--- src/rtl/vending_fsm_param.sv ---
// Coin-operated vending controller with programmable price, credit ceiling and inactivity refund.
// Change and refunds leave the machine as one credit unit per cycle on the change output.
module vending_fsm_param #(
    parameter int PRICE      = 3,
    parameter int CREDIT_W   = 4,
    parameter int MAX_CREDIT = 15,
    parameter int COIN1_VAL  = 1,
    parameter int COIN2_VAL  = 2,
    parameter int COIN3_VAL  = 5,
    parameter int TIMEOUT    = 4
) (
    input  logic                clk,
    input  logic                rst,
    input  logic [1:0]          coin,
    input  logic                cancel,
    input  logic                vend_ack,
    output logic                pr,
    output logic                change,
    output logic                coin_rej,
    output logic [CREDIT_W-1:0] credit
);

    localparam int TMR_W = $clog2(TIMEOUT + 1);

    localparam logic [CREDIT_W:0]   L_MAX     = MAX_CREDIT[CREDIT_W:0];
    localparam logic [CREDIT_W:0]   L_PRICE   = PRICE[CREDIT_W:0];
    localparam logic [CREDIT_W-1:0] L_PRICE_C = PRICE[CREDIT_W-1:0];
    localparam logic [CREDIT_W-1:0] L_ONE_C   = CREDIT_W'(1'b1);
    localparam logic [TMR_W-1:0]    L_TMR_ONE = TMR_W'(1'b1);
    localparam logic [TMR_W-1:0]    L_TIMEOUT = TIMEOUT[TMR_W-1:0];

    typedef enum logic [1:0] {
        S_IDLE   = 2'd0,
        S_CREDIT = 2'd1,
        S_VEND   = 2'd2,
        S_CHANGE = 2'd3
    } state_t;

    state_t              r_state;
    state_t              w_state_nxt;
    logic [CREDIT_W-1:0] r_credit;
    logic [CREDIT_W-1:0] w_credit_nxt;
    logic [TMR_W-1:0]    r_timer;
    logic [TMR_W-1:0]    w_timer_nxt;
    logic [TMR_W-1:0]    w_timer_inc;
    logic                r_pr;
    logic                r_change;
    logic                r_coin_rej;
    logic                w_rej_nxt;
    logic                w_coin_in;
    logic                w_coin_ok;
    logic [CREDIT_W:0]   w_coin_val;
    logic [CREDIT_W:0]   w_sum;

    // Sum is one bit wider than credit so an over-ceiling coin is caught, not wrapped.
    function automatic logic [CREDIT_W:0] coin_value(input logic [1:0] code);
        logic [CREDIT_W:0] v;
        case (code)
            2'd1:    v = COIN1_VAL[CREDIT_W:0];
            2'd2:    v = COIN2_VAL[CREDIT_W:0];
            2'd3:    v = COIN3_VAL[CREDIT_W:0];
            default: v = {(CREDIT_W+1){1'b0}};
        endcase
        return v;
    endfunction

    // Next-state, credit, inactivity timer and reject decision.
    always_comb begin
        w_state_nxt  = r_state;
        w_credit_nxt = r_credit;
        w_timer_nxt  = r_timer;
        w_rej_nxt    = 1'b0;
        w_coin_val   = coin_value(coin);
        w_sum        = {1'b0, r_credit} + w_coin_val;
        w_coin_in    = (coin != 2'd0);
        w_coin_ok    = w_coin_in && (w_sum <= L_MAX);
        w_timer_inc  = r_timer + L_TMR_ONE;

        case (r_state)
            S_IDLE, S_CREDIT: begin
                w_rej_nxt = w_coin_in && !w_coin_ok;
                if (w_coin_ok) begin
                    w_credit_nxt = w_sum[CREDIT_W-1:0];
                    w_timer_nxt  = {TMR_W{1'b0}};
                end else begin
                    w_credit_nxt = r_credit;
                end
                // Cancel refunds the credit including a coin accepted on the same edge.
                if ((r_state == S_CREDIT) && cancel) begin
                    w_state_nxt = S_CHANGE;
                    w_timer_nxt = {TMR_W{1'b0}};
                end else if (w_coin_ok) begin
                    if (w_sum >= L_PRICE) begin
                        w_state_nxt = S_VEND;
                    end else begin
                        w_state_nxt = S_CREDIT;
                    end
                end else if ((r_state == S_CREDIT) && !w_coin_in) begin
                    if (w_timer_inc == L_TIMEOUT) begin
                        w_state_nxt = S_CHANGE;
                        w_timer_nxt = {TMR_W{1'b0}};
                    end else begin
                        w_timer_nxt = w_timer_inc;
                    end
                end else begin
                    w_state_nxt = r_state;
                end
            end
            S_VEND: begin
                w_rej_nxt = w_coin_in;
                if (vend_ack) begin
                    w_credit_nxt = r_credit - L_PRICE_C;
                    if (r_credit == L_PRICE_C) begin
                        w_state_nxt = S_IDLE;
                    end else begin
                        w_state_nxt = S_CHANGE;
                    end
                end else begin
                    w_state_nxt = S_VEND;
                end
            end
            S_CHANGE: begin
                w_rej_nxt    = w_coin_in;
                w_credit_nxt = r_credit - L_ONE_C;
                if (r_credit <= L_ONE_C) begin
                    w_state_nxt = S_IDLE;
                end else begin
                    w_state_nxt = S_CHANGE;
                end
            end
            default: begin
                w_state_nxt  = S_IDLE;
                w_credit_nxt = {CREDIT_W{1'b0}};
                w_timer_nxt  = {TMR_W{1'b0}};
            end
        endcase
    end

    // State, credit and timer registers; Moore outputs are registered from the next state.
    always_ff @(posedge clk or negedge rst) begin
        if (!rst) begin
            r_state    <= S_IDLE;
            r_credit   <= {CREDIT_W{1'b0}};
            r_timer    <= {TMR_W{1'b0}};
            r_pr       <= 1'b0;
            r_change   <= 1'b0;
            r_coin_rej <= 1'b0;
        end else begin
            r_state    <= w_state_nxt;
            r_credit   <= w_credit_nxt;
            r_timer    <= w_timer_nxt;
            r_pr       <= (w_state_nxt == S_VEND);
            r_change   <= (w_state_nxt == S_CHANGE);
            r_coin_rej <= w_rej_nxt;
        end
    end

    assign pr       = r_pr;
    assign change   = r_change;
    assign coin_rej = r_coin_rej;
    assign credit   = r_credit;

endmodule
--- config.mk ---
export PLATFORM = sky130hd
export DESIGN_NAME = vending_fsm_param
export DESIGN_NICKNAME = d
export VERILOG_FILES = /design/src/rtl/vending_fsm_param.sv
export SDC_FILE = /design/constraint.sdc
export NUM_CORES = 1
export LEC_CHECK = 0
export ABC_AREA = 1
export CORE_ASPECT_RATIO = 0.8
export CORE_MARGIN = 3
export CORE_UTILIZATION = 50
export CTS_CLUSTER_DIAMETER = 200
export DETAILED_ROUTE_END_ITERATION = 10
export GPL_TIMING_DRIVEN = 0
export PLACE_DENSITY = 0.73
export SETUP_SLACK_MARGIN = 0.1
export SLEW_MARGIN = 25
export SYNTH_ARGS = -nofsm -noshare
export SYNTH_HDL_FRONTEND = slang
export SYNTH_SLANG_ARGS = --single-unit
--- constraint.sdc ---
create_clock -name clk -period 2.2 [get_ports clk]
set_clock_uncertainty 0.1 [all_clocks]
set_input_delay 0.44 -clock clk [delete_from_list [all_inputs] [get_ports clk]]
set_output_delay 0.44 -clock clk [all_outputs]
set_load 0.02 [all_outputs]
==> impl_metrics.toml <==
[timing]
fmax_mhz = 493
tightestPinTransition_ns = 0.594
hold_viol = 0
fin_crit_ns = 2.03
hold_slack_ns = 0.427
finalMaxSlewViolations = 0
fin_crit_sh = 0.922
fin_ws_ns = 0.172
rsz0062_at_grt = "false"
relSlewSlack = 0.603
finalSetupViolations = 0

[drt]
wirelength_mm = 2.26
ant_nets = 0
drt_iter0_drc = 25
first_pass_iters = 4
vias_per_cell = 5.18
vias = 938
drcViolationCount = 0
wire_per_inst_um = 12.5

[cells_and_area]
nets = 176
syn_to_final_growth_pct = 25.5
n_antenna_cell = 0
final_cells = 181
fin_util = 0.708
nFillCells = 140
final_area_sq_mm = 0.00123
layout_common_cells = "40 x nand2_1, 19 x inv_1, 11 x nand3_1, 10 x dfrtp_1, 10 x clkdlybuf4s50_1"
layout-drive-gt1-share = 0.189
layout_commonest_cell = "nand2_1"

[floorplanning]
die_x_um = 55.6
start_util = 0.564
ios = 13
die_area_sq_mm = 0.00254
rows = 13
die_h_um = 45.6
core_area_sq_mm = 0.00174

[synth]
ys_seq_area_frac = 0.306
syn-num-nets = 155
ys_ff_latch = 12
yosysWarnings = 0
syn_area_per_cell_sq_um = 7.07
synth_cell_types = 26
netlist_area_sq_um = 982
syn_inst = 139

[setup_path]
start_kind = "flop"
path_cells = "clkdlybuf4s50_1"
crit_arrival_ns = 1.49
cpLargestDelayFamily = "buffers and inverters"
cp_max_fo = 8
max_stage_delay_ns = 0.67
critPathLaunch = "credit[3]"
worstPathRequired_ns = 1.66
crit_path_end_kind = "output pin"
cpMaxStageDelayCell = "clkdlybuf4s50_1"
timing.rr.start = "credit[0]"
crit_buf_inv = 1
worstSetupPathType = "flop to output pin"
r2r_slack_ns = 0.22

[clocking]
clock-sinks = 12
worstSkewPairLatency_ns = 0.28
clk_path_buf_depth = 2
numCtsBuffers = 3
root_buffer = "clkbuf_4"
cts_tree = "yes"
h-tree-depth = 1
cts.clk_slew.worst_paths_ns = 0.09

[placement]
dp_slack_ns = -0.521
portBuffers = 12
placed_area_sq_mm = 0.00113
place.gp.congestion = 0.893
dp.cells = 173
place.detailed.hpwl_mm = 1.72

[power_and_ir_drop]
p_leak_nw = 0.627
peakVddDrop_v = 0.000986
power_density_mw_per_mm2 = 1410

[grt]
overflow = 0
grt_max_degree = 13
antenna_found_initial = 0
grt_use_total = 0.198
grt_pass1_wl_mm = 3.82
grt_pass1_vias = 867

[job]
maxCapViolations = 0

[hold_path]
hold_class = "primary input to async pin"

[outcome]
outcome = "finished, final reports clean"
-- flip-flops by register name, indices dropped and copies added, names as in the netlist --
register  flops
pr            1
r_state       2
r_timer       3
coin_rej      1
credit        4
change        1
-- per-layer routing --
layer,track usage,share of wire,routed length (um),vias up
met5,0,0,0,-
met4,0.0631,0.013,29,0
met3,0.0595,0.060,135,4
met2,0.321,0.44,990,25
met1,0.257,0.49,1110,424
li1,-,-,-,485
-- area by class of cell --
cell class                 count  area [sq um]  share of cell area
inverter                      24          92.6              0.0751
tap                           22          27.5              0.0223
clock buffer                   4          36.3              0.0294
timing repair buffer          16           144               0.117
buffer                         1          3.75             0.00305
multi-input combinational    102           626               0.508
sequential                    12           303               0.246
-- cells in the mapped netlist --
| cell type | instances | area (sq um) |
|---|---|---|
| xor2_1 | 1 | 8.76 |
| o21ai_1 | 5 | 25.0 |
| o21ai_0 | 7 | 35.0 |
| nor2_2 | 1 | 6.26 |
| nand3_2 | 2 | 20.0 |
| a221oi_1 | 1 | 8.76 |
| dfrtp_1 | 12 | 300 |
| nand3_1 | 13 | 65.1 |
| o21ai_2 | 1 | 8.76 |
| a21oi_4 | 1 | 16.3 |
| nor2_4 | 1 | 11.3 |
| a31oi_1 | 1 | 6.26 |
| ha_1 | 9 | 113 |
| o22ai_1 | 1 | 6.26 |
| clkbuf_1 | 1 | 3.75 |
| nand2_2 | 1 | 6.26 |
| nand2_4 | 1 | 11.3 |
| a21oi_1 | 4 | 20.0 |
| nand2_1 | 40 | 150 |
| inv_4 | 1 | 6.26 |
| nand4_1 | 1 | 6.26 |
| inv_1 | 20 | 75.1 |
| a21boi_1 | 1 | 7.51 |
| inv_2 | 3 | 11.3 |
| nor2_1 | 9 | 33.8 |
| fa_1 | 1 | 20.0 |
-- kinds of logic (layout without fill, tap and decap cells) --
| family | after synthesis | count (layout) | share of synthesized area |
|---|---|---|---|
| simple gates | 69 | 69 | 0.316 |
| buf+inv | 25 | 45 | 0.0981 |
| compound gates | 22 | 22 | 0.136 |
| flops | 12 | 12 | 0.306 |
| fa+ha+maj | 10 | 10 | 0.135 |
| xor+xnor | 1 | 1 | 0.00892 |
-- stage by stage --
step                      TNS [ns]  total power, mW
final                            0             1.74
after global routing             0             1.93
after CTS                        0             1.70
after detailed placement     -4.10             1.46
after global placement       -3.62             1.43
after floorplan                  0             1.15
-- worst paths after layout --
kind                       cells past startpoint    endpoint
max                                            1   credit[3]
min                                            1    coin_rej
max reg2reg                                   10   credit[2]
min reg2reg                                    2  r_timer[1]
max in group asynchronous                      1   credit[0]
min in group clk                               2  r_timer[1]
-- timing repair --
item / in CTS / in global routing
hold buffers: 0 / 0
gates cloned: 0 / 0
pin swaps: 3 / 1
setup buffers: 2 / 2
resized for setup: 10 / 7
endpoints found under the setup margin: 10 / 8
-- power by group --
| part | switching (mW) | leakage [nW] | internal (mW) | total, mW |
|---|---|---|---|---|
| registers | 0.129 | 0.148 | 0.315 | 0.444 |
| clock network | 0.0836 | 0.0210 | 0.101 | 0.184 |
| logic | 0.652 | 0.457 | 0.463 | 1.11 |
No activity file was read; power rests on OpenSTA's default activity.
